[config.mk]
export PLATFORM = sky130hd
export DESIGN_NAME = bpf_alu_flat
export DESIGN_NICKNAME = d
export VERILOG_FILES = /design/src/rtl/bpf_alu_pkg.sv /design/src/rtl/bpf_alu_if.sv /design/src/rtl/bpf_alu_serial_divider.sv /design/src/rtl/bpf_alu.sv /design/src/flat_wrapper.sv
export SDC_FILE = /design/constraint.sdc
export NUM_CORES = 2
export LEC_CHECK = 0
export BUFFER_PORTS_ARGS = -buffer_cell sky130_fd_sc_hd__buf_2
export CORE_MARGIN = 2
export CORE_UTILIZATION = 55
export DETAILED_ROUTE_END_ITERATION = 16
export PLACE_DENSITY_LB_ADDON = 0.08
export SKIP_CTS_REPAIR_TIMING = 1
export SYNTH_ARGS = -nofsm -noshare
export SYNTH_HDL_FRONTEND = slang
export SYNTH_SLANG_ARGS = --single-unit
export TNS_END_PERCENT = 1
[constraint.sdc]
create_clock -name clk -period 20.6 [get_ports clk]
set_input_delay 2.06 -clock clk [delete_from_list [all_inputs] [get_ports clk]]
set_output_delay 2.06 -clock clk [all_outputs]
set_load 0.05 [all_outputs]
[src/rtl/bpf_alu_pkg.sv]
// bpf_alu_pkg: BPF ALU opcode constants, FSM state encoding and opcode helper shared with the decoder
package bpf_alu_pkg;
  localparam logic [3:0] OP_ADD = 4'd0;
  localparam logic [3:0] OP_SUB = 4'd1;
  localparam logic [3:0] OP_MUL = 4'd2;
  localparam logic [3:0] OP_DIV = 4'd3;
  localparam logic [3:0] OP_OR  = 4'd4;
  localparam logic [3:0] OP_AND = 4'd5;
  localparam logic [3:0] OP_LSH = 4'd6;
  localparam logic [3:0] OP_RSH = 4'd7;
  localparam logic [3:0] OP_NEG = 4'd8;
  localparam logic [3:0] OP_MOD = 4'd9;
  localparam logic [3:0] OP_XOR = 4'd10;
  typedef enum logic [1:0] {S_IDLE, S_DIV, S_FIN} state_e;
  function automatic logic is_div_op(input logic [3:0] op);
    return op == OP_DIV || op == OP_MOD;
  endfunction
endpackage

[src/rtl/bpf_alu_if.sv]
// bpf_alu_if: controller<->ALU bundle (start/op/a/b in; busy/done/result/div_zero out); master=controller, slave=ALU
interface bpf_alu_if;
  logic        start;
  logic [3:0]  op;
  logic [31:0] a;
  logic [31:0] b;
  logic        busy;
  logic        done;
  logic [31:0] result;
  logic        div_zero;
  modport master (output start, op, a, b, input busy, done, result, div_zero);
  modport slave (input start, op, a, b, output busy, done, result, div_zero);
endinterface

[src/rtl/bpf_alu_serial_divider.sv]
// bpf_alu_serial_divider: 32-step unsigned restoring divider; start_i/dividend_i/divisor_i in, busy_o/done_o (last step) and post-step quotient_o/remainder_o out
module bpf_alu_serial_divider (
  input  logic        clk,
  input  logic        rst,
  input  logic        start_i,
  input  logic [31:0] dividend_i,
  input  logic [31:0] divisor_i,
  output logic        busy_o,
  output logic        done_o,
  output logic [31:0] quotient_o,
  output logic [31:0] remainder_o
);
  logic [31:0] quo_q, quo_d, rem_q, rem_d, dvs_q;
  logic [32:0] trial, diff;
  logic [5:0]  cnt_q;
  logic        busy_q;
  always_comb begin
    trial = {rem_q, quo_q[31]};
    diff  = trial - {1'b0, dvs_q};
    rem_d = diff[32] ? trial[31:0] : diff[31:0];
    quo_d = {quo_q[30:0], ~diff[32]};
  end
  always_ff @(posedge clk) begin
    if (rst) begin
      quo_q  <= '0;
      rem_q  <= '0;
      dvs_q  <= '0;
      cnt_q  <= '0;
      busy_q <= 1'b0;
    end else if (start_i && !busy_q) begin
      quo_q  <= dividend_i;
      dvs_q  <= divisor_i;
      rem_q  <= '0;
      cnt_q  <= '0;
      busy_q <= 1'b1;
    end else if (busy_q) begin
      quo_q  <= quo_d;
      rem_q  <= rem_d;
      cnt_q  <= done_o ? 6'd0 : cnt_q + 6'd1;
      busy_q <= !done_o;
    end
  end
  assign busy_o      = busy_q;
  assign done_o      = busy_q && cnt_q == 6'd31;
  assign quotient_o  = quo_d;
  assign remainder_o = rem_d;
endmodule

[src/rtl/bpf_alu.sv]
// bpf_alu: BPF ALU-class accumulator update; clk/rst plus slave bus (single-cycle ops, 33-cycle DIV/MOD, registered result/done/div_zero)
module bpf_alu
  import bpf_alu_pkg::*;
(
  input logic       clk,
  input logic       rst,
  bpf_alu_if.slave  alu
);
  state_e      state_q, state_d;
  logic [31:0] result_q, result_d, alu_res, quo, rem;
  logic        done_q, done_d, dz_q, dz_d, mod_q, mod_d;
  logic        div_start, div_busy, div_done, shift_oor;
  assign shift_oor = |alu.b[31:5];
  always_comb begin
    alu_res = alu.op == OP_ADD ? alu.a + alu.b :
              alu.op == OP_SUB ? alu.a - alu.b :
              alu.op == OP_MUL ? alu.a * alu.b :
              alu.op == OP_OR  ? alu.a | alu.b :
              alu.op == OP_AND ? alu.a & alu.b :
              alu.op == OP_LSH ? (shift_oor ? 32'd0 : alu.a << alu.b[4:0]) :
              alu.op == OP_RSH ? (shift_oor ? 32'd0 : alu.a >> alu.b[4:0]) :
              alu.op == OP_NEG ? -alu.a :
              alu.op == OP_XOR ? alu.a ^ alu.b : 32'd0;
  end
  always_comb begin
    state_d   = state_q;
    result_d  = result_q;
    done_d    = 1'b0;
    dz_d      = dz_q;
    mod_d     = mod_q;
    div_start = 1'b0;
    if (state_q == S_DIV) begin
      if (div_done) begin
        state_d  = S_FIN;
        result_d = mod_q ? rem : quo;
        dz_d     = 1'b0;
        done_d   = 1'b1;
      end
    end else if (alu.start && is_div_op(alu.op) && |alu.b) begin
      state_d   = S_DIV;
      div_start = 1'b1;
      mod_d     = alu.op == OP_MOD;
    end else if (alu.start) begin
      state_d  = S_IDLE;
      result_d = alu_res;
      dz_d     = is_div_op(alu.op);
      done_d   = 1'b1;
    end else begin
      state_d = S_IDLE;
    end
  end
  bpf_alu_serial_divider u_div (
    .clk         (clk),
    .rst         (rst),
    .start_i     (div_start),
    .dividend_i  (alu.a),
    .divisor_i   (alu.b),
    .busy_o      (div_busy),
    .done_o      (div_done),
    .quotient_o  (quo),
    .remainder_o (rem)
  );
  always_ff @(posedge clk) begin
    if (rst) begin
      state_q  <= S_IDLE;
      result_q <= '0;
      done_q   <= 1'b0;
      dz_q     <= 1'b0;
      mod_q    <= 1'b0;
    end else begin
      state_q  <= state_d;
      result_q <= result_d;
      done_q   <= done_d;
      dz_q     <= dz_d;
      mod_q    <= mod_d;
    end
  end
  assign alu.busy     = div_busy;
  assign alu.done     = done_q;
  assign alu.result   = result_q;
  assign alu.div_zero = dz_q;
endmodule
[src/flat_wrapper.sv]
// flat-port wrapper written by rule: the top's interface ports become plain ports
module bpf_alu_flat import bpf_alu_pkg::*;
  (clk, rst, alu_start, alu_op, alu_a, alu_b, alu_busy, alu_done, alu_result, alu_div_zero);
  bpf_alu_if alu_i ();
  input logic clk;
  input logic rst;
  input wire logic [$bits(alu_i.start)-1:0] alu_start;
  input wire logic [$bits(alu_i.op)-1:0] alu_op;
  input wire logic [$bits(alu_i.a)-1:0] alu_a;
  input wire logic [$bits(alu_i.b)-1:0] alu_b;
  output wire logic [$bits(alu_i.busy)-1:0] alu_busy;
  output wire logic [$bits(alu_i.done)-1:0] alu_done;
  output wire logic [$bits(alu_i.result)-1:0] alu_result;
  output wire logic [$bits(alu_i.div_zero)-1:0] alu_div_zero;
  assign alu_i.start = alu_start;
  assign alu_i.op = alu_op;
  assign alu_i.a = alu_a;
  assign alu_i.b = alu_b;
  assign alu_busy = alu_i.busy;
  assign alu_done = alu_i.done;
  assign alu_result = alu_i.result;
  assign alu_div_zero = alu_i.div_zero;
  bpf_alu u_core (.clk(clk), .rst(rst), .alu(alu_i));
endmodule
==> results list <==
- Post-synthesis instance area: 32100 um2
- Slowest Stage Delay on Critical Path: 820 ps
* Source of the worst register-to-register timing path: u_core.u_div.quo_q[31]
- Maximum clock frequency: 92.8 MHz
- Minimum setup slack among reg-to-reg paths: 16150 ps
- The pre-antenna-repair detailed-routing pass consisted of 8 iterations.
- Most used standard cell by instance count after synthesis: nor2_1
- Synthesized netlist net count: 4811
- After synthesis the netlist holds a flip-flop and latch count of 140.
- Cell count after synthesis: 4076
* Max-capacitance violation count: 0
* Residual antenna-violating net count after detailed routing: 0
- RD Place Congestion: 1.11
* Root Buffer Master: clkbuf_16
- In this run the tool buffered the top-level ports with 105 buffer cells.
* Number of antenna violations at the first check in global routing: 7
* CP bufs+invs: 5
- Counting the buffers created by CTS gives 17.
- Count of synthesis-stage warnings from yosys: 0
- Async set-reset flop share out of synthesis: 0
- First-pass GRT wire length: 208 mm
- The H-tree generated during clock tree synthesis spans 4 levels.
- STA classifies the critical path startpoint as an input port.
- Portion of synthesized cell area occupied by the leading cell type: 0.256
- The count of final hold-check violations came to 0.
- For the pin with the worst max-slew slack, the measured transition is 1440 ps.
* Endpoint type of the worst setup path: flip-flop
- Global Route Usage Sum: 0.474
- Worst setup skew after layout: 11.7 ps
- FF/Latch Area: 2810 um2
- On the critical path the largest part of the delay comes from adder cells.
- Max-slew violations: 0
* Worst-path fanout max: 23
- Summed over all nets, the half-perimeter wirelength after detailed placement is 108 mm.
- TritonCTS clock tree: built
- Number of nets in the layout: 4728
- Endpoint arrival time on the critical path: 11130 ps
* Crit. path cell count: 24
- WHS Path Cells: 2
- Ranking of synthesized cells by area: fa_1 26%, ha_1 9.8%, dfxtp_1 8.7%, nor2_1 7.0%, inv_1 5.9%
- Setup repair after global routing left no endpoint under its margin.
- Clock latency at the later pin of the worst-skew pair: 450 ps
* Shortest period the worst path allows: 10770 ps
* Dominant cell type by area after synthesis: fa_1
- Of the cells placed in the final design, the portion with a size suffix greater than 1 is 0.0829.
- Final clock period utilization by the worst path: 0.523
- Data on the critical path is required at its endpoint by 20950 ps.
- After synthesis, the netlist uses 93 different library cells.
* Synthesized area per cell: 7.89 um2
- The run finished with clean final reports.
* Type of the setup path with the least slack: in -> reg
- Standard cell with the maximum stage delay on the critical path: xor2_1
- Std-Cell Rows: 88
- By instance count, the cell type seen most on the critical path is fa_1.
- The most used flip-flop cell after synthesis is dfxtp_1.
* Placeable core area: 57700 um2
- For hold timing, the worst endpoint is u_core.u_div.dvs_q[3].
* Area overhead of the layout relative to synthesis: 5.00%
* Maximum number of pins on one net before global-route repair: 85
* Reg-to-reg endpoint: u_core.alu.result[17]
* Total gr overflow: 0
- After clock tree synthesis, the clock-pin slew on the worst setup and hold paths is 70 ps.
* Die width: 246 um
* Post-synth EDFFs: 0
- The multi-input combinational cells in the finished layout cover a total of 26300 um2.
* DRC violation count after routing: 0
- Vias in the first global route: 30800
* Ratio of routed vias to standard cells: 6.72
- Clk sink count: 140
- The clock passes through at most 2 buffers.
- Top cells by instance count after synthesis: 599 x nor2_1, 503 x inv_1, 413 x nand2_1
- Hold Path Class: reg -> reg
- The share of the Yosys chip area taken by registers is 0.0872.
* Share of the core filled with cells: 0.585
- Effective utilization at floorplan: 0.557
- In this run the most critical hold path is launched from u_core.u_div.dvs_q[3].
- In the final routed layout, each cell accounts on average for 30.0 um.
* Routed wire length: 143 mm
- The number of cells on the worst reg-to-reg path is 14.
- Floorplan die area: 60400 um2
- Aggregate negative setup slack: 0 ps
* Count of boundary I/O pins: 106
- After the first detailed-routing iteration, the DRC count stood at 4719.
- The filler cells instantiated in the layout total 5469.
- Max_slew headroom: 0.0268
- Cell Chain, Critical Path: buf_2 -> buf_4 -> clkinv_1 -> nor2_1 -> fa_1 -> inv_1 -> fa_1 -> fa_1 -> fa_1 -> inv_1 -> ha_1 -> ha_1 -> fa_1 -> fa_1 -> ha_1 -> a21o_1 -> a221oi_1 -> o31ai_1 -> a31o_2 -> a2111oi_0 -> nor3_1 -> xor2_1 -> a221oi_1 -> a211oi_1
- Final setup vio count: 0
- Die Y-Extent: 246 um
- Total via count after detailed routing: 32100
==> flip-flops by register name, summed over array words and instances, names as in the netlist <==
register             count
u_core.alu.div_zero      1
u_core.alu.done          1
u_core.alu.result       32
u_core.mod_q             1
u_core.state_q           2
u_core.u_div.busy_o      1
u_core.u_div.cnt_q       6
u_core.u_div.dvs_q      32
u_core.u_div.quo_q      32
u_core.u_div.rem_q      32
==> worst max-delay path by stage <==
stage	startpoint	endpoint	slack, ps
finish	alu_a[9]	u_core.alu.result[29]	9830
global route	alu_a[6]	u_core.alu.result[29]	9660
detailed placement	alu_a[6]	u_core.alu.result[31]	9900
floorplan	alu_b[2]	u_core.alu.result[31]	10730
CTS	alu_a[6]	u_core.alu.result[30]	10340
global placement	alu_a[6]	u_core.alu.result[31]	10020
==> cell type report <==
type	count	share of cell area
multi-input cells	3127	0.779
flip-flops and latches	140	0.0831
inverters	521	0.0579
repair buffers	186	0.0339
well taps	765	0.0284
clock buffers	17	0.0126
clock inverters	15	0.00426
diodes	6	0.000445
==> logic make-up after synthesis <==
logic type / Yosys count / share of synthesized area
flip-flops: 140 / 0.0872
AND/OR/NAND/NOR: 1279 / 0.171
adder cells (fa/ha/maj): 664 / 0.354
buffers and inverters: 809 / 0.0961
XOR/XNOR: 156 / 0.0429
AO/OA/AOI/OAI: 861 / 0.174
multiplexers: 167 / 0.0743
==> worst reg2reg max path, delay by kind of cell, from the launching register on <==
| family | cells | cell delay, ps |
|---|---|---|
| AOI/OAI and AO/OA | 6 | 1640 |
| and+or+nand+nor | 3 | 720 |
| adders and majority gates | 2 | 690 |
| DFF | 1 | 440 |
| buffers and inverters | 2 | 410 |
| muxes | 1 | 410 |
==> cell usage in the layout (no fill, tap or decap), types with 29 or more instances in the layout <==
master	Yosys	final
nor2_1	599	598
inv_1	503	502
nand2_1	413	413
fa_1	411	411
a21oi_1	270	270
ha_1	253	253
o21ai_0	173	172
dfxtp_1	140	139
xnor2_1	117	117
buf_2	25	103
mux2i_1	100	100
buf_4	2	82
a211oi_1	56	56
mux4_2	55	55
nor3_1	56	54
xor2_1	38	38
a21o_1	36	36
a221oi_1	34	34
o221ai_1	29	29
==> layer usage <==
metal	GRT usage	wire length [um]	vias to the layer above
li1	-	-	13500
met1	0.620	53300	15400
met2	0.663	57500	2590
met3	0.163	20800	631
met4	0.308	11900	4
met5	0	26	-
==> stage by stage <==
step                      area (um2)  cells  setup WS (ps)  hold WS [ps]
after CTS                      33700   4770          10340           457
after detailed placement       33200   4738           9900           448
after global routing           33700   4772           9660           472
final                          33800   4777           9830           456
after floorplan                32100   4076          10730           436
after global placement         33200   4738          10020           443
Power is not shown: default switching activity piles up to over one toggle a cycle in this logic, so the estimate is an artifact.
